`config.mk`:
```
export PLATFORM = sky130hd
export DESIGN_NAME = decode_queue_unit
export DESIGN_NICKNAME = d
export VERILOG_FILES = /design/src/rtl/cpu_types_pkg.sv /design/src/rtl/instr_decoder.sv /design/src/rtl/decode_queue_unit.sv
export SDC_FILE = /design/constraint.sdc
export NUM_CORES = 1
export LEC_CHECK = 0
export ABC_AREA = 1
export ABC_CLOCK_PERIOD_IN_PS = 4400
export BUFFER_PORTS_ARGS = -buffer_cell sky130_fd_sc_hd__clkbuf_2
export CORE_AREA = 3 3 116 201
export DETAILED_ROUTE_END_ITERATION = 12
export DIE_AREA = 0 0 119 204
export PLACE_DENSITY = 0.75
export SYNTH_ARGS = -nofsm -noshare
export SYNTH_HDL_FRONTEND = slang
export SYNTH_HIERARCHICAL = 1
export SYNTH_SLANG_ARGS = --single-unit
```
`constraint.sdc`:
```
create_clock -name CLK -period 4.4 [get_ports CLK]
set_input_delay 0.88 -clock CLK [delete_from_list [all_inputs] [get_ports CLK]]
set_output_delay 0.88 -clock CLK [all_outputs]
set_load 0.01 [all_outputs]
```
`src/rtl/cpu_types_pkg.sv`:
```
// Shared CPU types: opcode/funct/ALU encodings and the decoded control bundle.
package cpu_types_pkg;

  localparam int WORD_BITS = 32;
  typedef logic [WORD_BITS-1:0] word_t;

  typedef enum logic [5:0] {
    OP_RTYPE = 6'h00,
    OP_J     = 6'h02,
    OP_JAL   = 6'h03,
    OP_BEQ   = 6'h04,
    OP_BNE   = 6'h05,
    OP_ADDIU = 6'h09,
    OP_SLTI  = 6'h0A,
    OP_SLTIU = 6'h0B,
    OP_ANDI  = 6'h0C,
    OP_ORI   = 6'h0D,
    OP_XORI  = 6'h0E,
    OP_LUI   = 6'h0F,
    OP_LW    = 6'h23,
    OP_SW    = 6'h2B,
    OP_LL    = 6'h30,
    OP_SC    = 6'h38,
    OP_HALT  = 6'h3F
  } opcode_t;

  typedef enum logic [5:0] {
    FN_SLL  = 6'h00,
    FN_SRL  = 6'h02,
    FN_JR   = 6'h08,
    FN_ADD  = 6'h20,
    FN_ADDU = 6'h21,
    FN_SUB  = 6'h22,
    FN_SUBU = 6'h23,
    FN_AND  = 6'h24,
    FN_OR   = 6'h25,
    FN_XOR  = 6'h26,
    FN_NOR  = 6'h27,
    FN_SLT  = 6'h2A,
    FN_SLTU = 6'h2B
  } funct_t;

  // SLL is encoding 0 so an all-zero bundle carries a zero ALUOp.
  typedef enum logic [3:0] {
    ALU_SLL  = 4'd0,
    ALU_SRL  = 4'd1,
    ALU_ADD  = 4'd2,
    ALU_SUB  = 4'd3,
    ALU_AND  = 4'd4,
    ALU_OR   = 4'd5,
    ALU_XOR  = 4'd6,
    ALU_NOR  = 4'd7,
    ALU_SLT  = 4'd8,
    ALU_SLTU = 4'd9
  } aluop_t;

  typedef struct packed {
    logic   RegDst;
    logic   Jump;
    logic   JumpReg;
    logic   JAL;
    logic   Branch;
    logic   BNE;
    logic   MemRead;
    logic   MemToReg;
    logic   MemWrite;
    logic   ALUSrc;
    logic   RegWrite;
    logic   Halt;
    logic   SignExtend;
    logic   LUI;
    logic   datomic;
    logic   illegal;
    aluop_t ALUOp;
  } ctrl_t;

  localparam ctrl_t CTRL_NOP = '0;

  // The only legal HALT encoding is the all-ones word.
  localparam word_t HALT_WORD = '1;

endpackage

```
`src/rtl/instr_decoder.sv`:
```
// Combinational instruction decoder: raw word in, control bundle out.
module instr_decoder
  import cpu_types_pkg::*;
(
  input  word_t instr,
  output ctrl_t ctrl
);

  opcode_t op;
  funct_t  fn;
  assign op = opcode_t'(instr[31:26]);
  assign fn = funct_t'(instr[5:0]);

  // Opcode/funct to control fields; unknown encodings collapse to a bare illegal flag.
  always_comb begin
    ctrl = CTRL_NOP;
    case (op)
      OP_RTYPE: begin
        ctrl.RegDst   = 1'b1;
        ctrl.RegWrite = 1'b1;
        case (fn)
          FN_SLL:          ctrl.ALUOp = ALU_SLL;
          FN_SRL:          ctrl.ALUOp = ALU_SRL;
          FN_ADD, FN_ADDU: ctrl.ALUOp = ALU_ADD;
          FN_SUB, FN_SUBU: ctrl.ALUOp = ALU_SUB;
          FN_AND:          ctrl.ALUOp = ALU_AND;
          FN_OR:           ctrl.ALUOp = ALU_OR;
          FN_XOR:          ctrl.ALUOp = ALU_XOR;
          FN_NOR:          ctrl.ALUOp = ALU_NOR;
          FN_SLT:          ctrl.ALUOp = ALU_SLT;
          FN_SLTU:         ctrl.ALUOp = ALU_SLTU;
          FN_JR: begin
            ctrl         = CTRL_NOP;
            ctrl.JumpReg = 1'b1;
          end
          default: begin
            ctrl         = CTRL_NOP;
            ctrl.illegal = 1'b1;
          end
        endcase
      end
      OP_LW, OP_LL: begin
        ctrl.MemRead    = 1'b1;
        ctrl.MemToReg   = 1'b1;
        ctrl.ALUSrc     = 1'b1;
        ctrl.SignExtend = 1'b1;
        ctrl.RegWrite   = 1'b1;
        ctrl.ALUOp      = ALU_ADD;
        ctrl.datomic    = (op == OP_LL);
      end
      OP_SW: begin
        ctrl.MemWrite   = 1'b1;
        ctrl.ALUSrc     = 1'b1;
        ctrl.SignExtend = 1'b1;
        ctrl.ALUOp      = ALU_ADD;
      end
      // SC writes the success flag back through the memory-to-register path.
      OP_SC: begin
        ctrl.MemWrite   = 1'b1;
        ctrl.RegWrite   = 1'b1;
        ctrl.MemToReg   = 1'b1;
        ctrl.datomic    = 1'b1;
        ctrl.ALUSrc     = 1'b1;
        ctrl.SignExtend = 1'b1;
        ctrl.ALUOp      = ALU_ADD;
      end
      OP_BEQ: begin
        ctrl.Branch = 1'b1;
        ctrl.ALUOp  = ALU_SUB;
      end
      OP_BNE: begin
        ctrl.Branch = 1'b1;
        ctrl.BNE    = 1'b1;
        ctrl.ALUOp  = ALU_SUB;
      end
      OP_J: ctrl.Jump = 1'b1;
      OP_JAL: begin
        ctrl.Jump     = 1'b1;
        ctrl.JAL      = 1'b1;
        ctrl.RegWrite = 1'b1;
      end
      OP_LUI: begin
        ctrl.LUI      = 1'b1;
        ctrl.RegWrite = 1'b1;
        ctrl.ALUSrc   = 1'b1;
      end
      OP_ANDI, OP_ORI, OP_XORI: begin
        ctrl.ALUSrc   = 1'b1;
        ctrl.RegWrite = 1'b1;
        ctrl.ALUOp    = (op == OP_ANDI) ? ALU_AND : (op == OP_ORI) ? ALU_OR : ALU_XOR;
      end
      OP_ADDIU, OP_SLTI, OP_SLTIU: begin
        ctrl.ALUSrc     = 1'b1;
        ctrl.RegWrite   = 1'b1;
        ctrl.SignExtend = 1'b1;
        ctrl.ALUOp      = (op == OP_ADDIU) ? ALU_ADD : (op == OP_SLTI) ? ALU_SLT : ALU_SLTU;
      end
      // Opcode 0x3F alone is not enough; anything but the all-ones word is illegal.
      OP_HALT: begin
        if (instr == HALT_WORD) ctrl.Halt    = 1'b1;
        else                    ctrl.illegal = 1'b1;
      end
      default: ctrl.illegal = 1'b1;
    endcase
  end

endmodule

```
`src/rtl/decode_queue_unit.sv`:
```
// Instruction queue between fetch and execute; decodes the head entry.
module decode_queue_unit
  import cpu_types_pkg::*;
#(
  parameter int DEPTH  = 4,
  parameter int WORD_W = 32
) (
  input  logic                     CLK,
  input  logic                     RST,
  input  logic                     flush,
  input  logic                     instr_valid,
  input  logic [WORD_W-1:0]        instr,
  input  logic [WORD_W-1:0]        pc_in,
  output logic                     instr_ready,
  output logic                     ctrl_valid,
  input  logic                     ctrl_ready,
  output ctrl_t                    ctrl,
  output logic [WORD_W-1:0]        pc_out,
  output logic [$clog2(DEPTH):0]   count,
  output logic                     halted
);

  localparam int PW = $clog2(DEPTH);
  localparam int CW = PW + 1;
  localparam logic [CW-1:0] FULL = CW'(DEPTH);

  typedef struct packed {
    logic [WORD_W-1:0] instr;
    logic [WORD_W-1:0] pc;
  } entry_t;

  entry_t          mem [DEPTH];
  logic [PW-1:0]   rptr, wptr;
  logic            doPush, doPop, popHalt;
  ctrl_t           headCtrl;
  word_t           decIn;

  assign decIn = word_t'(mem[rptr].instr);

  instr_decoder uDec (
    .instr (decIn),
    .ctrl  (headCtrl)
  );

  assign instr_ready = !RST && !halted && (count < FULL);
  assign ctrl_valid  = !RST && !halted && (count != '0);
  assign ctrl        = ctrl_valid ? headCtrl : CTRL_NOP;
  assign pc_out      = mem[rptr].pc;

  assign doPush  = instr_valid && instr_ready;
  assign doPop   = ctrl_valid && ctrl_ready;
  // Consuming a HALT wins even over flush, so halted is never lost to a redirect.
  assign popHalt = doPop && headCtrl.Halt;

  // Pointer/occupancy/halt state: reset, then halt, then flush, then normal push/pop.
  always_ff @(posedge CLK) begin
    if (RST) begin
      count  <= '0;
      rptr   <= '0;
      wptr   <= '0;
      halted <= 1'b0;
    end else if (popHalt) begin
      halted <= 1'b1;
      count  <= '0;
      rptr   <= wptr;
    end else if (flush) begin
      count <= '0;
      rptr  <= wptr;
    end else begin
      if (doPush) wptr <= wptr + 1'b1;
      if (doPop)  rptr <= rptr + 1'b1;
      case ({doPush, doPop})
        2'b10:   count <= count + 1'b1;
        2'b01:   count <= count - 1'b1;
        default: count <= count;
      endcase
    end
  end

  // Entry storage; only written on an accepted push that is not cancelled.
  always_ff @(posedge CLK) begin
    if (doPush && !flush && !popHalt) mem[wptr] <= '{instr: instr, pc: pc_in};
  end

endmodule

```
==> impl_metrics.toml, run 1 <==
[run_status]
outcome = "finished clean"

[sta]
max_slew_margin = 0.3603
tightestPinTransition_ns = 0.9596
period_share = 0.9215
rsz0062_at_grt = "false"
maxSlewViolCount = 0
fin_crit_ns = 4.055
hold_viol_final = 0
fmax_mhz = 246.6
finalSetupViolCount = 0
fin_ws_ns = 0.3453
finClkSkew_ns = 0.009054

[global_routing]
grtUsageTotal = 0.1797
overflow = 0
grt_pass1_vias = 6919
grt_max_degree = 65
antenna_found_initial = 4
grt_pass1_wl_mm = 34.76

[critical_path]
worst-setup-path-type = "reg -> out"
crit_arrival_ns = 3.17
critPathLaunchType = "flop"
ff2ff_setup_slack_ns = 0.77
required_ns = 3.52
worstPathMaxFanout = 46
crit_path_end_kind = "output pin"

[floorplan]
start_util = 0.4984
io_pins = 127
die_area_sq_um = 24280
die_h_microns = 204
coreArea_sq_um = 21760
row_count = 71
fp.dieW_microns = 119

[final_layout]
drive_above_1_share = 0.2012
nets = 1075
fillers = 1744
syn_to_final_growth_pct = 14.87
fin_area_sq_um = 12460
stdcell_count = 1311

[detailed_routing]
ant_nets = 0
drc = 0
wl_per_cell_microns = 17.08
drtIter0Drc = 479
via_per_inst = 5.346
vias = 7009
dr.pass1.iters = 6
routed_wl_mm = 22.39

[power_and_ir_drop]
powerDensity_nw_per_um2 = 408.7
internal-power_uw = 3963
pwr-share-seq = 0.554
vdd_ir_drop_max_mv = 0.3517
power_leakage_uw = 0.004510
p_sw_frac = 0.2217
switchingPower_uw = 1129
combPwrFrac = 0.086
clockPowerShare = 0.360

[synthesis]
synth_fp_nets = 955
synth_area_leaders = "edfxtp_1, nor2_1, o21ai_0"
ys_ff_latch = 266
yosysWarnings = 6
synth_edf_count = 256
avgSynthCellArea_sq_um = 12.33
syn_area_sq_um = 10850
yosys.area.top_type = "edfxtp_1"
yosysTopAreaCellShare = 0.7087
yosysSeqAreaShare = 0.7271
ys_types = 33
synthFlopType = "edfxtp_1"
async_flop_share = 0
netlist_instances = 880

[cts]
clk_latency_ns = 0.50
cts.sinks = 266
cts_root_buffer = "clkbuf_16"
clockBufferDepth = 3
clkSlewWorstSetupHoldPaths_ns = 0.06
htree_levels = 1
ctsHoldBuffers = 0
cts_tree = "yes"
cts_buffers = 23
cts_resized = 0

[place]
place_area_sq_um = 11750
io_buffers = 126
dp_hpwl_mm = 13.60
pre_cts_slack_ns = 0.5867
dp_cells = 1266
place.gp.congestion = 0.8454

[min_path]
hold_class = "reg -> reg"

[flow_run]
cap_violations = 0
==> final cells by class <==
class                      instances  area, sq um  share of cell area
antenna                            5        12.51            0.001004
tap                              292        365.4             0.02932
clock inverter                    12        87.58            0.007029
inverter                          62        236.5             0.01898
clock buffer                      27        590.6             0.04739
timing repair buffer             138        770.7             0.06185
multi-input combinational        509         2505              0.2010
sequential                       266         7893              0.6334
==> flip-flops by register name (all words and copies together) (netlist names), named ones only <==
name / flops
mem: 256
count: 3
rptr: 2
wptr: 2
halted: 1
==> critical path: stages (launching register included) <==
cell      delay (ns)
dfxtp_4         0.57
buf_4           0.47
o21ai_0         0.17
o22ai_1         0.42
nand2_2         0.17
nor2_4          0.16
nand3_1         0.10
nor3_2          0.21
inv_1           0.11
nor2_1          0.11
clkbuf_2        0.15
==> cells by family (layout without fill, tap and decap cells) <==
logic type,count (synthesis),after routing,share of synthesized area
other,0,5,0
and+or+nand+nor,293,293,0.1150
xor gates and xnor gates,2,2,0.001615
adders and majority gates,6,6,0.007613
AOI/OAI and AO/OA,208,208,0.1039
buffers and inverters,105,239,0.04475
DFF,266,266,0.7271
==> cells in the final DEF (no fill, tap or decap), drive strengths merged <==
cell type    n
nand4        7
edfxtp     256
a21oi        7
bufinv       1
or2          1
nand3       16
clkinv      10
ha           5
xor2         2
a31oi        1
clkbuf     153
nor2       203
nor3         5
fa           1
nand3b       1
o22ai       64
buf         12
a32o         1
dfxtp       10
o21ai      135
nand2       60
clkinvlp     1
inv         62
diode        5
==> what timing repair did <==
action                                  in CTS  in global routing
endpoints found under the setup margin       0                  8
endpoints found under the hold margin        0                  0
buffers inserted                             0                  1
==> metrics by stage <==
stage / hold WS, ns / power, uW / util / TNS [ns]
final: 0.5047 / 5092 / 0.5725 / 0
after detailed placement: 0.4897 / 3309 / 0.5399 / 0
after global routing: 0.5319 / 5280 / 0.5724 / 0
after floorplan: 0.4999 / 3153 / - / -102.25
after CTS: 0.4995 / 5124 / 0.5710 / 0
after global placement: 0.4884 / 3300 / 0.5399 / 0
==> routing by layer <==
metal / up-vias / routed length (microns) / GRT usage
met5: - / 0 / 0
met4: 0 / 973 / 0.08910
met3: 61 / 1100 / 0.02492
met2: 227 / 11750 / 0.3275
met1: 3340 / 8564 / 0.2050
li1: 3381 / - / -
==> worst paths after layout <==
kind | from | endpoint | cells past startpoint
worst min register to register | halted | halted | 2
worst max register to register | flop | mem[0][21] | 11
worst max-delay path | flop | ctrl[8] | 10
worst min-delay path | halted | halted | 2
==> power by group through the flow <==
stage | registers, uW | logic [uW] | clock network (uW)
after floorplan | 2870 | 281 | 0
after global placement | 2880 | 419 | 0
after detailed placement | 2880 | 427 | 0
after CTS | 2830 | 430 | 1870
after global routing | 2820 | 486 | 1970
final | 2820 | 437 | 1830
==> cells in the mapped netlist (7+ instances only) <==
library cell and n:
a21oi_1 7, buf_4 10, clkbuf_1 21, dfxtp_1 10
edfxtp_1 256, inv_1 54, inv_2 7, nand2_1 52
nand2_2 7, nand3_1 14, nor2_1 194, o21ai_0 104
o21ai_1 31, o22ai_1 64
No activity file was read; power rests on OpenSTA's default activity.
==> run 2, diff against run 1 <==
--- a/config.mk
+++ b/config.mk
@@ -5,12 +5,11 @@
 export SDC_FILE = /design/constraint.sdc
 export NUM_CORES = 1
 export LEC_CHECK = 0
-export ABC_AREA = 1
 export ABC_CLOCK_PERIOD_IN_PS = 4400
 export BUFFER_PORTS_ARGS = -buffer_cell sky130_fd_sc_hd__clkbuf_2
-export CORE_AREA = 3 3 116 201
+export CORE_AREA = 3 3 114 199
 export DETAILED_ROUTE_END_ITERATION = 12
-export DIE_AREA = 0 0 119 204
+export DIE_AREA = 0 0 117 202
 export PLACE_DENSITY = 0.75
 export SYNTH_ARGS = -nofsm -noshare
 export SYNTH_HDL_FRONTEND = slang
==> run 2 against run 1 <==
Against the previous run:
- clock-buffer cell count is 2 lower
- critical path depth decreased by 1
- via count fell by 22%
- clock skew grew 0.014 ns
- sequential share of layout area grew 0.82 points
- register-to-register slack barely moved
- flip-flop and latch count unchanged
- clock power rose by 7%
- maximum frequency shrank 1.2%
- design area fell by 1.2%
- setup slack worse by 0.050 ns
- hold slack improved by 0.035 ns
- highest routed layer unchanged
==> impl_metrics.toml, run 2 <==
[run_status]
outcome = "finished clean"

[detailed_routing]
vias = 5449
via_per_inst = 5.847
dr.pass1.iters = 5
wl_per_cell_microns = 22.55
ant_nets = 0
drtIter0Drc = 404
routed_wl_mm = 21.02
drc = 0

[critical_path]
critPathLaunchType = "flop"
path_common_cell = "buf_4"
ff2ff_setup_slack_ns = 0.78
crit_slowest_cell = "dfxtp_4"
crit_path_end_kind = "output pin"
crit_arrival_ns = 3.22
worst-setup-path-type = "reg -> out"
worstPathMaxFanout = 34
crit_buf_inv = 3
required_ns = 3.52
crit_family = "simple AND/OR/NAND/NOR gates"
cp_slowest_stage_delay_ns = 0.66
crit_chain = "buf_4 -> mux4_2 -> nand4_1 -> nor3_1 -> nand2_1 -> nor4_1 -> buf_4 -> and2_1 -> clkbuf_2"

[final_layout]
nets = 737
fin_util = 0.5772
syn_to_final_growth_pct = 16.36
drive_above_1_share = 0.3752
max_flop_register = "mem"
final_common_cell = "edfxtp_1"
layout_common_cells = "edfxtp_1, clkbuf_2, mux4_2"
largest_reg_flops = 256
top_regs = "mem: 256 flops, count: 3 flops"
antenna_cells = 0

[sta]
maxSlewViolCount = 0
finClkSkew_ns = 0.02321
fmax_mhz = 243.6
setup-tns-final_ns = 0
tightestPinTransition_ns = 0.8149
fin_crit_ns = 4.104
rsz0062_at_grt = "false"
period_share = 0.9328
max_slew_margin = 0.4544
hold_viol_final = 0
finalSetupViolCount = 0

[cts]
clk_latency_ns = 0.51
clockBufferDepth = 3
cts.sinks = 266
clkSlewWorstSetupHoldPaths_ns = 0.07
htree_levels = 1
cts_buffers = 22
cts_root_buffer = "clkbuf_16"
ctsHoldBuffers = 0
cts_tree = "yes"

[synthesis]
ys_types = 60
yosys.area.top_type = "edfxtp_1"
ys_ff_latch = 266
synth_area_leaders = "edfxtp_1, mux4_2, dfxtp_1"
synth_edf_count = 256
async_flop_share = 0
netlist_instances = 525
yosysWarnings = 6
avgSynthCellArea_sq_um = 20.14
yosysTopAreaCellShare = 0.7269
syn_area_sq_um = 10580
synthFlopType = "edfxtp_1"
yosysSeqAreaShare = 0.7459
synth_fp_nets = 600
synth.most_common_cell = "edfxtp_1"
synth_common_cells = "edfxtp_1, mux4_2, and2_1"

[min_path]
hold_class = "reg -> reg"

[power_and_ir_drop]
vdd_ir_drop_max_mv = 0.4502
powerDensity_nw_per_um2 = 408.9
power_leakage_uw = 0.004074

[place]
place.gp.congestion = 0.8291
dp_hpwl_mm = 13.95
io_buffers = 126

[floorplan]
io_pins = 127
die_h_microns = 202
fp.dieW_microns = 117
die_area_sq_um = 23630
start_util = 0.4960
coreArea_sq_um = 21320
row_count = 71

[global_routing]
grt_max_degree = 45
overflow = 0
grt_pass1_wl_mm = 32.90
grtUsageTotal = 0.1824
grt_pass1_vias = 5898
antenna_found_initial = 0

[flow_run]
cap_violations = 0
==> run 2: cell types whose count changed in the layout (fill, tap and decap cells not counted), sizes merged, moves of 4 or more <==
| cell | delta |
|---|---|
| and2 | +24 |
| and3 | +6 |
| diode | -5 |
| inv | -53 |
| mux4 | +64 |
| nand2 | -52 |
| nand3 | -12 |
| nor2 | -189 |
| nor3 | +9 |
| nor3b | +4 |
| o21ai | -126 |
| o22ai | -62 |
==> run 2: path summary, 6_finish.rpt <==
kind	start	cells past startpoint	end
max	flop	9	ctrl[8]
min	wptr[1]	2	wptr[1]
max reg2reg	flop	7	mem[1][60]
min reg2reg	wptr[1]	2	wptr[1]
==> run 2: worst reg2reg max path: stages (launching register included) <==
cell and delay (ns):
dfxtp_4 0.54, buf_12 0.22, mux4_2 0.68, nand2_1 0.31, nor4_1 0.16, a31oi_1 0.40
and3_4 0.55, buf_4 0.40
==> run 2: through the flow <==
step	power [uW]	hold WS [ns]	worst slack (ns)	cells	instance area, sq um
floorplan	3014	0.4914	0.2605	525	10580
CTS	5073	0.5439	0.09535	931	12290
detailed placement	3124	0.5316	0.6705	892	11560
global route	5197	0.5744	0.09973	932	12310
finish	5031	0.5399	0.2956	932	12310
global placement	3113	0.5225	0.6945	892	11560
==> run 2: routing by layer <==
metal | vias up | GRT usage | share of wire
met2 | 184 | 0.3329 | 0.57
li1 | 2442 | - | -
met5 | - | 0 | 0
met3 | 39 | 0.02876 | 0.057
met1 | 2784 | 0.2190 | 0.35
met4 | 0 | 0.05289 | 0.026
==> run 2: kinds of logic (layout without fill, tap and decap cells) <==
kind of cell,count (synthesis),count (layout),synth area share
buffers and inverters,36,188,0.01609
AND/OR/NAND/NOR,104,104,0.05987
multiplexers,65,65,0.1374
XOR/XNOR,3,3,0.002485
AO/OA/AOI/OAI,45,45,0.03052
adder cells (fa/ha/maj),6,6,0.007809
flip-flops,266,266,0.7459
==> run 2: layout make-up <==
cell class / instances / area, sq um
fillers: 1565 / 9015
flip-flops and latches: 266 / 7895
multi-input cells: 223 / 2542
repair buffers: 140 / 785.8
clock buffers: 25 / 583.1
well taps: 255 / 319.1
clock inverters: 14 / 146.4
inverters: 9 / 33.78
==> run 2: timing repair <==
item,in CTS,in global routing
endpoints found under the setup margin,0,4
setup buffers,0,1
gates resized for setup,0,0
hold endpoints to repair,0,0
==> run 2: report_power, final <==
part	internal (uW)	switching [uW]	total (uW)
Clock	1130	834	1960
Combinational	110	145	254
Sequential	2800	14.5	2810
==> run 3, diff against run 2 <==
--- a/config.mk
+++ b/config.mk
@@ -5,12 +5,12 @@
 export SDC_FILE = /design/constraint.sdc
 export NUM_CORES = 1
 export LEC_CHECK = 0
-export ABC_CLOCK_PERIOD_IN_PS = 4400
+export ABC_CLOCK_PERIOD_IN_PS = 4300
 export BUFFER_PORTS_ARGS = -buffer_cell sky130_fd_sc_hd__clkbuf_2
 export CORE_AREA = 3 3 114 199
 export DETAILED_ROUTE_END_ITERATION = 12
 export DIE_AREA = 0 0 117 202
-export PLACE_DENSITY = 0.75
+export PLACE_DENSITY = 0.72
 export SYNTH_ARGS = -nofsm -noshare
 export SYNTH_HDL_FRONTEND = slang
 export SYNTH_HIERARCHICAL = 1
==> constraint.sdc (replaced) <==
create_clock -name CLK -period 4.3 [get_ports CLK]
set_input_delay 0.86 -clock CLK [delete_from_list [all_inputs] [get_ports CLK]]
set_output_delay 0.86 -clock CLK [all_outputs]
set_load 0.01 [all_outputs]
==> run 3 against run 2 <==
Against the previous run:
- global-route usage down 0.43 points
- flip-flop and latch count unchanged
- via count up 0.55%
- highest routed layer unchanged
==> impl_metrics.toml, run 3 (synthesis gave the netlist of run 2 again) <==
[final_layout]
max_flop_register = "mem"
fin_area_sq_um = 12280
stdcell_count = 931
largest_reg_flops = 256
drive_above_1_share = 0.3772
nets = 735
antenna_cells = 0
fin_util = 0.5759
layout_common_cells = "edfxtp_1, clkbuf_2, mux4_2"
syn_to_final_growth_pct = 16.10
top_regs = "mem: 256 flops, count: 3 flops"
final_common_cell = "edfxtp_1"

[detailed_routing]
ant_nets = 0
routed_wl_mm = 20.81
drtIter0Drc = 307
wl_per_cell_microns = 22.35
drc = 0
via_per_inst = 5.885
vias = 5479
dr.pass1.iters = 5

[critical_path]
ff2ff_setup_slack_ns = 0.75
crit_slowest_cell = "mux4_2"
worstPathMaxFanout = 15
cp_slowest_stage_delay_ns = 0.61
crit_arrival_ns = 3.22
crit_chain = "buf_12 -> mux4_2 -> nor3_1 -> a21oi_1 -> o31a_1 -> or4_1 -> and2_1 -> clkbuf_2"
required_ns = 3.44
critPathLaunchType = "flop"
worst-setup-path-type = "reg -> out"
crit_path_end_kind = "output pin"

[floorplan]
row_count = 71
io_pins = 127
die_area_sq_um = 23630
fp.dieW_microns = 117
die_h_microns = 202
start_util = 0.4960
coreArea_sq_um = 21320

[sta]
tightestPinTransition_ns = 0.9996
fin_crit_ns = 4.076
max_slew_margin = 0.3336
finClkSkew_ns = 0.01224
maxSlewViolCount = 0
setup-tns-final_ns = 0
finalSetupViolCount = 0
fmax_mhz = 245.3
period_share = 0.9479
rsz0062_at_grt = "false"
hold_viol_final = 0

[global_routing]
grt_pass1_vias = 5840
grt_pass1_wl_mm = 32.55
grt_max_degree = 65
antenna_found_initial = 0
overflow = 0
grtUsageTotal = 0.1781

[cts]
htree_levels = 1
cts.sinks = 266
ctsHoldBuffers = 0
cts_root_buffer = "clkbuf_16"
clockBufferDepth = 3
cts_tree = "yes"
clk_latency_ns = 0.50
clkSlewWorstSetupHoldPaths_ns = 0.07
cts_buffers = 22

[power_and_ir_drop]
vdd_ir_drop_max_mv = 0.5469
p_total_uw = 5186
powerDensity_nw_per_um2 = 422.4
power_leakage_uw = 0.004060

[place]
io_buffers = 126
place_area_sq_um = 11500
place.gp.congestion = 0.8821
dp_hpwl_mm = 13.39
dp_cells = 890

[run_status]
outcome = "finished clean"

[flow_run]
cap_violations = 0

[min_path]
hold_class = "reg -> reg"
run 3: final timing paths:
path / startpoint / end / cells after the start
hold reg to reg: wptr[1] / wptr[1] / 2
setup reg to reg: flop / mem[3][10] / 8
setup / recovery: flop / ctrl[4] / 8
hold / removal: wptr[1] / wptr[1] / 2
run 3: report_power, final:
part | switching [uW] | leakage [uW] | internal [uW]
registers | 12.6 | 0.00240 | 2870
logic | 151 | 0.00131 | 112
clock network | 847 | 0.000359 | 1200
run 3: final cells by class:
cell class | count | area, sq um
sequential | 266 | 7895
multi-input combinational | 223 | 2549
inverter | 9 | 33.78
timing repair buffer | 138 | 733.2
clock buffer | 31 | 625.6
fill | 1608 | 9042
tap | 255 | 319.1
clock inverter | 9 | 122.6
run 3: critical path, delay by kind of cell (launching register included):
| family | cells | cell delay (ns) |
|---|---|---|
| flops | 1 | 0.56 |
| buf+inv | 2 | 0.34 |
| mux | 1 | 0.61 |
| compound gates | 2 | 0.33 |
| simple gates | 3 | 0.86 |
run 3: timing repair:
item,CTS,global route
setup endpoints to repair,0,6
resized for setup,0,1
setup buffers,0,1
run 3: layer usage:
metal	GRT usage	share of wire
met1	0.2194	0.37
met3	0.02756	0.049
met5	0	0
met2	0.3172	0.55
met4	0.05740	0.028
run 3: metrics by stage:
step                      setup slack [ns]  hold slack, ns
after CTS                          0.03431          0.5349
after global placement              0.5957          0.5185
after global routing               0.06587          0.5589
after floorplan                     0.1605          0.4914
after detailed placement            0.5268          0.5229
final                               0.2241          0.5387
